[config.mk]
export PLATFORM = sky130hd
export DESIGN_NAME = mips_mc_controller
export DESIGN_NICKNAME = d
export VERILOG_FILES = /design/src/rtl/mips_mc_controller.sv
export SDC_FILE = /design/constraint.sdc
export NUM_CORES = 1
export LEC_CHECK = 0
export ABC_CLOCK_PERIOD_IN_PS = 2580
export BUFFER_PORTS_ARGS = -buffer_cell sky130_fd_sc_hd__buf_2
export CORE_MARGIN = 2
export CORE_UTILIZATION = 49
export DETAILED_ROUTE_END_ITERATION = 10
export PLACE_DENSITY = 0.84
export SYNTH_ARGS = -nofsm -noshare
export SYNTH_HDL_FRONTEND = slang
export SYNTH_SLANG_ARGS = --single-unit
export TNS_END_PERCENT = 20
[constraint.sdc]
create_clock -name clk -period 2.58 [get_ports clk]
set_input_delay 0.129 -clock clk [delete_from_list [all_inputs] [get_ports clk]]
set_output_delay 0.129 -clock clk [all_outputs]
set_load 0.02 [all_outputs]
[src/rtl/mips_mc_controller.sv]
// Multi-cycle control FSM for the 8-bit MIPS datapath: byte-wise instruction fetch,
// opcode/funct decode, and all datapath enables plus the ALU function select.
module mips_mc_controller (
    input  logic       clk,
    input  logic       rst_n,
    input  logic [5:0] op,
    input  logic [5:0] funct,
    input  logic       zero,
    input  logic       mem_ready,
    output logic       memread,
    output logic       memwrite,
    output logic       iord,
    output logic [3:0] irwrite,
    output logic       alusrca,
    output logic [1:0] alusrcb,
    output logic [2:0] alu_funct,
    output logic [1:0] pcsource,
    output logic       pc_en,
    output logic       regwrite,
    output logic       regdst,
    output logic       memtoreg,
    output logic       illegal
);

    localparam logic [5:0] OP_R    = 6'b000000;
    localparam logic [5:0] OP_J    = 6'b000010;
    localparam logic [5:0] OP_BEQ  = 6'b000100;
    localparam logic [5:0] OP_ADDI = 6'b001000;
    localparam logic [5:0] OP_LB   = 6'b100000;
    localparam logic [5:0] OP_SB   = 6'b101000;

    typedef enum logic [3:0] {
        S_FETCH1 = 4'd0,
        S_FETCH2 = 4'd1,
        S_FETCH3 = 4'd2,
        S_FETCH4 = 4'd3,
        S_DECODE = 4'd4,
        S_MEMADR = 4'd5,
        S_LBRD   = 4'd6,
        S_LBWB   = 4'd7,
        S_SBWR   = 4'd8,
        S_RTEX   = 4'd9,
        S_RTWB   = 4'd10,
        S_BEQEX  = 4'd11,
        S_JEX    = 4'd12,
        S_ADDIEX = 4'd13,
        S_ADDIWB = 4'd14
    } state_t;

    state_t r_state;
    state_t w_next;
    logic   w_pcwrite;
    logic   w_branch;

    always_ff @(posedge clk or negedge rst_n) begin
        if (!rst_n) r_state <= S_FETCH1;
        else        r_state <= w_next;
    end

    always_comb begin
        w_next    = S_FETCH1;
        w_pcwrite = 1'b0;
        w_branch  = 1'b0;
        memread   = 1'b0;
        memwrite  = 1'b0;
        iord      = 1'b0;
        irwrite   = 4'b0000;
        alusrca   = 1'b0;
        alusrcb   = 2'b00;
        alu_funct = 3'b000;
        pcsource  = 2'b00;
        regwrite  = 1'b0;
        regdst    = 1'b0;
        memtoreg  = 1'b0;
        illegal   = 1'b0;

        case (r_state)
            // Each fetch cycle loads one IR byte lane and bumps PC by one, gated by mem_ready.
            S_FETCH1, S_FETCH2, S_FETCH3, S_FETCH4: begin
                memread = 1'b1;
                alusrcb = 2'b01;
                w_next  = r_state;
                if (mem_ready) begin
                    irwrite   = 4'b0001 << r_state[1:0];
                    w_pcwrite = 1'b1;
                    w_next    = (r_state == S_FETCH4) ? S_DECODE : state_t'(r_state + 4'd1);
                end
            end
            S_DECODE: begin
                alusrcb = 2'b11;
                case (op)
                    OP_LB, OP_SB: w_next = S_MEMADR;
                    OP_R:         w_next = S_RTEX;
                    OP_BEQ:       w_next = S_BEQEX;
                    OP_J:         w_next = S_JEX;
                    OP_ADDI:      w_next = S_ADDIEX;
                    default:      illegal = 1'b1;
                endcase
            end
            S_MEMADR: begin
                alusrca = 1'b1;
                alusrcb = 2'b10;
                w_next  = (op == OP_SB) ? S_SBWR : S_LBRD;
            end
            S_LBRD: begin
                memread = 1'b1;
                iord    = 1'b1;
                w_next  = mem_ready ? S_LBWB : S_LBRD;
            end
            S_LBWB: begin
                regwrite = 1'b1;
                memtoreg = 1'b1;
            end
            S_SBWR: begin
                memwrite = 1'b1;
                iord     = 1'b1;
                w_next   = mem_ready ? S_FETCH1 : S_SBWR;
            end
            S_RTEX: begin
                alusrca = 1'b1;
                w_next  = S_RTWB;
                case (funct)
                    6'b100000: alu_funct = 3'b000;
                    6'b100010: alu_funct = 3'b010;
                    6'b100100: alu_funct = 3'b100;
                    6'b100101: alu_funct = 3'b101;
                    6'b101010: alu_funct = 3'b011;
                    default: begin
                        illegal = 1'b1;
                        w_next  = S_FETCH1;
                    end
                endcase
            end
            S_RTWB: begin
                regwrite = 1'b1;
                regdst   = 1'b1;
            end
            S_BEQEX: begin
                alusrca   = 1'b1;
                alu_funct = 3'b010;
                w_branch  = 1'b1;
                pcsource  = 2'b01;
            end
            S_JEX: begin
                w_pcwrite = 1'b1;
                pcsource  = 2'b10;
            end
            S_ADDIEX: begin
                alusrca = 1'b1;
                alusrcb = 2'b10;
                w_next  = S_ADDIWB;
            end
            S_ADDIWB: regwrite = 1'b1;
            default: ;
        endcase

        pc_en = w_pcwrite | (w_branch & zero);

        // Outputs are forced quiet for the whole time reset is held, not just on its edge.
        if (!rst_n) begin
            memread   = 1'b0;
            memwrite  = 1'b0;
            iord      = 1'b0;
            irwrite   = 4'b0000;
            alusrca   = 1'b0;
            alusrcb   = 2'b00;
            alu_funct = 3'b000;
            pcsource  = 2'b00;
            pc_en     = 1'b0;
            regwrite  = 1'b0;
            regdst    = 1'b0;
            memtoreg  = 1'b0;
            illegal   = 1'b0;
        end
    end

endmodule

Word level (Yosys, flattened, before mapping)
Index checks and enable logic that the tools add are counted.
- input bits: 16
- output and inout bits: 20
- bits in registers: 4
- muxes and demuxes: 40
- add/subtract/negate cells: 1
- shift-type cells: 1
- eq/ne operators: 25
- reductions and logical operators: 11
- bitwise operators: 2
- operators with widths (cell ; count):
    $eq A6 B6 Y1 const B ; 7
    $mux W4 ; 8
    $eq A4 B4 Y1 const B ; 7
    $pmux W4 S7 ; 1
    $mux W1 ; 21
    $pmux W4 S5 ; 1
    $eq A4 B3 Y1 const B ; 4
    $pmux W3 S4 ; 1
    $reduce_or A5 Y1 ; 2
    $eq A4 B2 Y1 const B ; 2
    $reduce_or A4 Y1 ; 2
    $eq A6 B2 Y1 const B ; 1
    $eq A6 B3 Y1 const B ; 1
    $eq A6 B4 Y1 const B ; 1
    $logic_not A6 Y1 ; 1
    $pmux W2 S3 ; 1
    $pmux W3 S2 ; 1
    $reduce_or A2 Y1 ; 3
    $reduce_or A6 Y1 ; 1
    $add A4 B1 Y4 const B ; 1
    $eq A4 B1 Y1 const B ; 1
    $logic_not A4 Y1 ; 1
    $mux W2 ; 2
    $pmux W1 S2 ; 2
    7 further kinds ; 7

Logic depth before layout (Yosys ltp)
Gate-level depths: netlist of the first run.
- depth in word-level cells: 5
- mapped depth: 8

Worst setup path before layout of the first run
No wires, ideal clock.
- path kind: flip-flop to output port
- from: register r_state[1]
- to: output port alusrcb[0]
- required time: 2451 ps
- arrival time: 1726 ps
- path slack: 725 ps
- cell stages (with the launch flop): 8
- cells stage by stage: dfrtp_1 > inv_1 > ha_1 > buf_6 > nor4_2 > or3_1 > buf_6 > a21boi_0
- word-level cells in the longest chain between the ends: 4
- RTL lines (what ; line ; source):
    start: declaration ; 50 ; state_t r_state;
    start signal: assignment ; 57 ; else r_state <= w_next;
    $eq A4 B2 Y1 (tied with other cells) ; 77 ; case (r_state)
    $reduce_or A4 Y1 / $reduce_or A2 Y1 (equally long branches) ; -- ;
    $pmux W2 S3 (*) ; 77 ;
    $mux W2 (*) ; 160 ; if (!rst_n) begin
    end: declaration ; 15 ; output logic [1:0] alusrcb,
Mark *: on every way between the ends. The rest lies on a longest branch, timed or not.

Worst setup path after layout of the first run
- from: register r_state[0]
- to: output port memread
- word-level cells in the longest chain between the ends: 4
- RTL lines (what ; line ; source):
    $eq A4 B2 Y1 (tied with other cells) ; 77 ;
    $reduce_or A5 Y1 (no source line) (*) ; -- ;
    $mux W1 (*) ; 77 ;
    $mux W1 (*) ; 160 ;
    end: declaration ; 10 ; output logic memread,
Marks and branches as above.

==> results of run 1 <==
[cells in the final DEF (no fill, tap or decap), types with 2 or more instances in the layout]
cell type and instances:
a21boi_0 4, a22o_1 2, a31oi_1 4, a32oi_1 2, buf_2 35, clkbuf_4 3
dfrtp_1 4, ha_1 4, inv_1 6, nand2_1 14, nand2b_1 2, nand3_1 3
nand4_1 2, nor2_1 19, nor2b_1 7, nor3_1 5, o21ai_0 3, o22ai_1 3
o31ai_1 2
[worst max-delay path, delay by kind of cell, from the launching register on]
kind	cells	cell delay, ns
simple gates	2	0.51
flops	1	0.43
compound gates	1	0.19
buf+inv	2	0.29
fa+ha+maj	1	0.41
[metal layers]
layer | part of all wire | vias up | global-route usage
met5 | 0 | - | 0
met4 | 0.0070 | 0 | 0.0970
met3 | 0.077 | 2 | 0.0128
met2 | 0.48 | 60 | 0.394
met1 | 0.43 | 429 | 0.354
li1 | - | 467 | -
[layout make-up]
type                            instances  area [um^2]
Multi-Input combinational cell         95          589
Inverter                                6         22.5
Timing Repair Buffer                   36          185
Sequential cell                         4          100
Tap cell                               16         20.0
Fill cell                             140          532
Clock buffer                            3         22.5
[cells by family (layout without fill, tap and decap cells)]
family                   Yosys count  in the layout  share of synthesized area
adder cells (fa/ha/maj)            5              5                     0.0796
AND/OR/NAND/NOR                   58             58                      0.376
AO/OA/AOI/OAI                     30             30                      0.300
XOR/XNOR                           1              1                     0.0116
buffers and inverters             13             45                     0.0862
flip-flops                         4              4                      0.133
multiplexers                       1              1                     0.0133
[timing repair]
item                      4_1_cts  5_1_grt
hold buffers                    1        0
hold endpoints to repair        4        0
setup buffers                   0        0
[where the power goes]
| part | switching (W) | internal [W] | total [W] |
|---|---|---|---|
| registers | 0.0000319 | 0.0000813 | 0.000113 |
| logic | 0.000284 | 0.000182 | 0.000466 |
| clock network | 0.0000321 | 0.0000525 | 0.0000845 |
| total | 0.000348 | 0.000315 | 0.000664 |
[worst paths after layout]
| path | cells past startpoint | end | startpoint |
|---|---|---|---|
| setup / recovery | 6 | memread | r_state[0]$_DFFE_PN0P_ |
| hold / removal | 2 | r_state[0]$_DFFE_PN0P_ | mem_ready |
| setup reg to reg | 6 | r_state[1]$_DFFE_PN0P_ | r_state[0]$_DFFE_PN0P_ |
| hold reg to reg | 1 | r_state[0]$_DFFE_PN0P_ | r_state[0]$_DFFE_PN0P_ |
| max in group asynchronous | 2 | r_state[3]$_DFFE_PN0P_ | rst_n |
| min in group asynchronous | 2 | r_state[1]$_DFFE_PN0P_ | rst_n |
[stage by stage]
step	hold WS (ns)	instance area, um^2	std cells	util
after global placement	0.00933	907	156	0.616
after floorplan	-0.167	754	112	-
after detailed placement	0.0195	907	156	0.616
after global routing	0.224	940	160	0.639
final	0.223	940	160	0.639
after CTS	0.224	940	160	0.639
==> results.py, run 1 <==
metrics = {
    "detailed_routing": {
        "route.detailed.drc": 0,
        "dr.pass1.iters": 4,
        "wirelength_mm": 2.15,
        "vias": 958,
        "wire_per_inst_um": 13.5,
        "vias_per_cell": 5.99,
        "ant_nets": 0,
        "drt_iter0_drc": 51,
    },
    "logic_synthesis": {
        "synth.top_cells.by_area": "dfrtp_1, nor2_1, nand2_1",
        "ys_warn_count": 0,
        "yosys.cell_count.top_type": "nor2_1",
        "syn-instance-count": 112,
        "synth-seq-cells": 4,
        "synthTopCellsByCount": "nor2_1, nand2_1, nor2b_1, inv_1, nor3_1",
        "synth-main-ff-cell": "dfrtp_1",
        "synth_top_area_cell": "dfrtp_1",
        "synth_fp_nets": 132,
        "synth.avg_cell_area_um2": 6.74,
        "synth_cell_types": 39,
        "synth_area_um2": 754,
        "synth_edf_count": 0,
        "yosysSeqAreaShare": 0.133,
        "synth_top_area_frac": 0.133,
        "synthArstFlopShare": 1.00,
    },
    "floorplan": {
        "start_util": 0.513,
        "rows": 14,
        "core_area_um2": 1470,
        "io_pins": 36,
        "die_w_um": 43.2,
        "die-area_um2": 1870,
        "die_height_um": 43.2,
    },
    "power": {
        "power_w": 0.000664,
        "p_leak_nw": 0.479,
        "p_per_area_nw_per_um2": 706,
        "ir_drop_mv": 0.430,
    },
    "cts": {
        "cts_buffer_depth": 2,
        "cts-root-buf": "clkbuf_4",
        "cts-buffers-inserted": 3,
        "post_cts_resized": 0,
        "clock_latency_ns": 0.24,
        "clk_pin_slew_ns": 0.04,
        "clock_sinks": 4,
        "cts_tree": "yes",
        "htree_levels": 1,
    },
    "layout": {
        "diodes": 0,
        "nets": 166,
        "area_growth_pct": 24.5,
        "drive_gt1_frac": 0.278,
        "largest_register_ffs": 4,
        "reg.largest.list": "r_state: 4 flops",
        "largest_register": "r_state",
    },
    "timing": {
        "hold_viol_final": 0,
        "fin_crit_sh": 0.851,
        "finalClockSkew_ns": 0.00358,
        "slew_viol_final": 0,
        "setup_violations": 0,
        "fin_tns_setup_ns": 0,
        "rsz0062_at_grt": "false",
        "period_needed_ns": 2.20,
        "setup_ws_ns": 0.385,
        "fmax_mhz": 456,
        "relSlewSlack": 0.659,
        "worst_pin_slew_ns": 0.508,
    },
    "critical_path": {
        "path_cells": "inv_1, ha_1, nor4_2, or3_1, a21boi_0, buf_2",
        "ff2ff_setup_slack_ns": 0.54,
        "critPathSlowestCell": "dfrtp_1",
        "critPathMaxStageDelay_ns": 0.43,
        "cp-end-kind": "primary output",
        "crit_fanout": 12,
        "critPathArrivalTime_ns": 2.07,
        "worst_ep_required_time_ns": 2.45,
        "start_kind": "register",
        "crit_type": "register to primary output",
    },
    "grt": {
        "antenna_found_initial": 0,
        "grt_pass1_vias": 855,
        "track_usage": 0.250,
        "grt_first_pass_wirelength_mm": 3.66,
        "grt.overflow.total": 0,
        "grt_max_degree": 18,
    },
    "min_path": {
        "min_path_type": "primary input to register",
    },
    "placement": {
        "dp_hpwl_mm": 1.57,
        "gp_congestion": 0.854,
        "place_ws_ns": 0.574,
        "port_buffers": 35,
    },
    "status": {
        "status": "complete, no violations",
    },
    "job": {
        "drv_cap": 0,
    },
}
(Power assumes the default switching activity.)
==> run 2: changes to the inputs <==
==> constraint.sdc (replaced) <==
create_clock -name clk -period 2.58 [get_ports clk]
set_input_delay 0.258 -clock clk [delete_from_list [all_inputs] [get_ports clk]]
set_output_delay 0.258 -clock clk [all_outputs]
set_load 0.02 [all_outputs]
==> run 2 against run 1 <==
Effect of this change:
- global-route usage decreased by 1.3 points
- register-to-register slack improved by 0.02 ns
- final area stayed put
- maximum frequency fell by 4.3%
- hold slack better by 0.12 ns
- critical path depth unchanged
- critical path type unchanged
- largest power group unchanged
==> results.py, run 2 (synthesized netlist as in run 1, its figures left out) <==
metrics = {
    "status": {
        "status": "complete, no violations",
    },
    "timing": {
        "period_needed_ns": 2.29,
        "fin_crit_sh": 0.889,
        "worst_hold_slack_ns": 0.348,
        "relSlewSlack": 0.641,
        "fin_tns_setup_ns": 0,
        "setup_ws_ns": 0.286,
        "rsz0062_at_grt": "false",
        "setup_violations": 0,
        "finalClockSkew_ns": 0.0153,
        "hold_viol_final": 0,
        "slew_viol_final": 0,
        "fmax_mhz": 436,
        "worst_pin_slew_ns": 0.534,
    },
    "cts": {
        "htree_levels": 1,
        "cts_tree": "yes",
        "clock_sinks": 4,
        "post_cts_resized": 0,
        "cts-root-buf": "clkbuf_4",
        "cts-buffers-inserted": 3,
        "clock_latency_ns": 0.25,
        "post-cts-setup-buffers": 0,
        "clk_pin_slew_ns": 0.05,
        "ctsHoldBuffers": 1,
        "cts_buffer_depth": 2,
    },
    "floorplan": {
        "die_w_um": 43.2,
        "die-area_um2": 1870,
        "start_util": 0.513,
        "die_height_um": 43.2,
        "rows": 14,
        "io_pins": 36,
        "core_area_um2": 1470,
    },
    "layout": {
        "largest_register_ffs": 4,
        "nets": 166,
        "largest_register": "r_state",
        "layout_common_cells": "buf_2, nor2_1, nand2_1, nor2b_1, inv_1",
        "finalCoreUtilization": 0.639,
        "area_growth_pct": 24.5,
        "reg.largest.list": "r_state: 4 flops",
        "diodes": 0,
        "drive_gt1_frac": 0.278,
        "final_common_cell": "buf_2",
    },
    "critical_path": {
        "cp.depth": 6,
        "crit_type": "register to primary output",
        "crit_fanout": 12,
        "critPathBufInv": 2,
        "reg2reg_depth": 6,
        "path_cells": "inv_1, ha_1, nor4_2, or3_1, a21boi_0, buf_2",
        "path_delay_family": "simple AND/OR/NAND/NOR gates",
        "r2r_end": "r_state[1]$_DFFE_PN0P_",
        "cp-end-kind": "primary output",
        "r2r_start": "r_state[0]$_DFFE_PN0P_",
        "critPathArrivalTime_ns": 2.04,
        "endpoint": "alusrcb[0]",
        "start_kind": "register",
        "worstSetupStartpoint": "r_state[0]$_DFFE_PN0P_",
        "critPathMaxStageDelay_ns": 0.42,
        "worst_ep_required_time_ns": 2.32,
        "ff2ff_setup_slack_ns": 0.56,
        "critPathSlowestCell": "dfrtp_1",
    },
    "grt": {
        "track_usage": 0.237,
        "grt.overflow.total": 0,
        "grt_pass1_vias": 828,
        "grt_first_pass_wirelength_mm": 3.45,
        "grt_max_degree": 18,
        "antenna_found_initial": 0,
    },
    "job": {
        "drv_cap": 0,
    },
    "placement": {
        "port_buffers": 35,
        "gp_congestion": 0.878,
        "place_ws_ns": 0.546,
        "dp_hpwl_mm": 1.50,
    },
    "power": {
        "ir_drop_mv": 0.409,
        "p_leak_nw": 0.479,
        "p_per_area_nw_per_um2": 698,
    },
    "detailed_routing": {
        "wire_per_inst_um": 12.6,
        "route.detailed.drc": 0,
        "dr.pass1.iters": 4,
        "wirelength_mm": 2.01,
        "ant_nets": 0,
        "vias": 928,
        "vias_per_cell": 5.80,
        "drt_iter0_drc": 53,
    },
    "min_path": {
        "min_path_type": "primary input to register",
    },
}
-- run 2: cell counts in the layout (fill, tap and decap cells not counted) --
Identical to the previous run, type by type.
-- run 2: cell type report --
type	instances	area (um^2)
well taps	16	20.0
multi-input cells	95	589
fillers	145	532
clock buffers	3	22.5
repair buffers	36	185
flip-flops and latches	4	100
inverters	6	22.5
-- run 2: per-stage QoR --
stage	std cells	power, W	cell area (um^2)
2_1_floorplan	112	0.000500	754
3_3_place_gp	156	0.000555	907
3_5_place_dp	156	0.000566	907
4_1_cts	160	0.000654	940
5_1_grt	160	0.000718	940
6_report	160	0.000656	940
-- run 2: power breakdown --
| part | internal [W] | leakage [nW] | switching, W |
|---|---|---|---|
| Combinational | 0.000180 | 0.412 | 0.000281 |
| Sequential | 0.0000814 | 0.0533 | 0.0000299 |
| Clock | 0.0000524 | 0.0138 | 0.0000314 |
-- run 2: worst min-delay path by stage --
| stage | startpoint | end | depth (start not counted) |
|---|---|---|---|
| finish | mem_ready | r_state[0]$_DFFE_PN0P_ | 2 |
| global route | mem_ready | r_state[0]$_DFFE_PN0P_ | 2 |
| CTS | mem_ready | r_state[0]$_DFFE_PN0P_ | 2 |
| detailed placement | rst_n | r_state[2]$_DFFE_PN0P_ | 1 |
| global placement | rst_n | r_state[2]$_DFFE_PN0P_ | 1 |
| floorplan | rst_n | r_state[0]$_DFFE_PN0P_ | 0 |
-- run 2: per-layer routing --
layer	part of all wire	vias to the layer above	wire length [um]	GRT usage
li1	-	470	-	-
met3	0.070	2	140	0.0553
met2	0.45	41	909	0.352
met4	0.0040	0	8	0.0909
met1	0.47	415	956	0.327
met5	0	-	0	0
==> run 3: changes to the inputs <==
--- a/config.mk
+++ b/config.mk
@@ -5,12 +5,12 @@
 export SDC_FILE = /design/constraint.sdc
 export NUM_CORES = 1
 export LEC_CHECK = 0
-export ABC_CLOCK_PERIOD_IN_PS = 2580
+export ABC_CLOCK_PERIOD_IN_PS = 2600
 export BUFFER_PORTS_ARGS = -buffer_cell sky130_fd_sc_hd__buf_2
 export CORE_MARGIN = 2
-export CORE_UTILIZATION = 49
+export CORE_UTILIZATION = 45
 export DETAILED_ROUTE_END_ITERATION = 10
-export PLACE_DENSITY = 0.84
+export PLACE_DENSITY = 0.78
 export SYNTH_ARGS = -nofsm -noshare
 export SYNTH_HDL_FRONTEND = slang
 export SYNTH_SLANG_ARGS = --single-unit
==> constraint.sdc (replaced) <==
create_clock -name clk -period 2.6 [get_ports clk]
set_input_delay 0.26 -clock clk [delete_from_list [all_inputs] [get_ports clk]]
set_output_delay 0.26 -clock clk [all_outputs]
set_load 0.02 [all_outputs]
==> run 3 against run 2 <==
Effect of this change:
- clock skew down 0.013 ns
- critical path depth unchanged
- power down 1.4%
- largest cell class unchanged
==> results.py, run 3 (synthesized netlist as in run 1, its figures left out) <==
metrics = {
    "floorplan": {
        "core_area_um2": 1540,
        "start_util": 0.489,
        "die_height_um": 44.9,
        "die-area_um2": 2020,
        "die_w_um": 44.9,
        "rows": 14,
        "io_pins": 36,
    },
    "detailed_routing": {
        "vias": 926,
        "ant_nets": 0,
        "wirelength_mm": 2.07,
        "dr.pass1.iters": 4,
        "drt_iter0_drc": 20,
        "route.detailed.drc": 0,
        "wire_per_inst_um": 12.9,
        "vias_per_cell": 5.79,
    },
    "cts": {
        "cts-buffers-inserted": 3,
        "htree_levels": 1,
        "clock_sinks": 4,
        "cts_buffer_depth": 2,
        "cts_tree": "yes",
        "ctsHoldBuffers": 1,
        "post-cts-setup-buffers": 0,
        "cts-root-buf": "clkbuf_4",
        "clk_pin_slew_ns": 0.04,
        "clock_latency_ns": 0.23,
        "post_cts_resized": 0,
    },
    "layout": {
        "reg.largest.list": "r_state: 4 flops",
        "largest_register_ffs": 4,
        "final_common_cell": "buf_2",
        "drive_gt1_frac": 0.278,
        "area_growth_pct": 24.5,
        "largest_register": "r_state",
        "layout_common_cells": "buf_2, nor2_1, nand2_1, nor2b_1, inv_1",
        "nets": 166,
        "diodes": 0,
    },
    "critical_path": {
        "critPathArrivalTime_ns": 2.07,
        "cp-end-kind": "primary output",
        "critPathMaxStageDelay_ns": 0.43,
        "reg2reg_depth": 6,
        "crit_fanout": 12,
        "path_cells": "inv_1, ha_1, nor4_2, or3_1, a21boi_0, buf_2",
        "ff2ff_setup_slack_ns": 0.55,
        "crit_type": "register to primary output",
        "worstSetupStartpoint": "r_state[0]$_DFFE_PN0P_",
        "path_delay_family": "simple AND/OR/NAND/NOR gates",
        "worst_ep_required_time_ns": 2.34,
        "critPathBufInv": 2,
        "r2r_end": "r_state[1]$_DFFE_PN0P_",
        "start_kind": "register",
        "r2r_start": "r_state[0]$_DFFE_PN0P_",
        "critPathSlowestCell": "ha_1",
        "cp.depth": 6,
        "endpoint": "memread",
    },
    "grt": {
        "grt_use_met2": 0.349,
        "use_met3": 0.0240,
        "grt_max_degree": 18,
        "grt_pass1_vias": 805,
        "antenna_found_initial": 0,
        "top_usage_layer": "met2",
        "use_met1": 0.321,
        "grt.overflow.total": 0,
        "grt_first_pass_wirelength_mm": 3.43,
        "track_usage": 0.218,
    },
    "timing": {
        "fin_crit_sh": 0.897,
        "worst_hold_slack_ns": 0.359,
        "finalClockSkew_ns": 0.00244,
        "relSlewSlack": 0.668,
        "rsz0062_at_grt": "false",
        "worst_pin_slew_ns": 0.494,
        "hold_viol_final": 0,
        "fmax_mhz": 429,
        "setup_violations": 0,
        "slew_viol_final": 0,
        "period_needed_ns": 2.33,
        "fin_tns_setup_ns": 0,
    },
    "power": {
        "p_per_area_nw_per_um2": 689,
        "ir_drop_mv": 0.348,
        "power_w": 0.000647,
        "p_leak_nw": 0.479,
    },
    "job": {
        "drv_cap": 0,
    },
    "status": {
        "status": "complete, no violations",
    },
    "placement": {
        "dp_hpwl_mm": 1.58,
        "gp_congestion": 0.862,
        "port_buffers": 35,
    },
    "min_path": {
        "min_path_type": "primary input to register",
    },
}
[run 3: layer usage]
layer / wire [um] / up-vias
met5: 0 / -
met2: 969 / 34
met4: 0 / 0
met1: 980 / 418
met3: 115 / 0
li1: - / 474
[run 3: how the worst min path moves through the flow]
stage               slack [ns]  cells after the start                      to       from
global route              0.37                      2  r_state[0]$_DFFE_PN0P_  mem_ready
detailed placement        0.15                      1  r_state[2]$_DFFE_PN0P_      rst_n
finish                    0.36                      2  r_state[0]$_DFFE_PN0P_  mem_ready
CTS                       0.36                      2  r_state[0]$_DFFE_PN0P_  mem_ready
floorplan                -0.04                      0  r_state[0]$_DFFE_PN0P_      rst_n
global placement          0.14                      1  r_state[2]$_DFFE_PN0P_      rst_n
[run 3: final cells by class]
class	instances	area, um^2
multi-input combinational	95	589
sequential	4	100
timing repair buffer	36	185
inverter	6	22.5
fill	155	602
clock buffer	3	22.5
tap	16	20.0
[run 3: metrics by stage]
stage                util  std cells  setup WS, ns  cell area, um^2
global route        0.610        160         0.112              940
floorplan               -        112         0.614              754
detailed placement  0.588        156         0.548              907
finish              0.610        160         0.269              940
global placement    0.588        156         0.616              907
CTS                 0.610        160         0.291              940
[run 3: worst reg2reg max path: stages (launching register included)]
cell and delay [ns]:
dfrtp_1 0.42, inv_1 0.10, ha_1 0.43, nor4_2 0.08
or3_1 0.43, o32a_1 0.22, a211o_1 0.25
[run 3: where the power goes]
part	internal (W)	switching (W)
sequential	0.0000808	0.0000312
clock	0.0000516	0.0000255
combinational	0.000180	0.000278
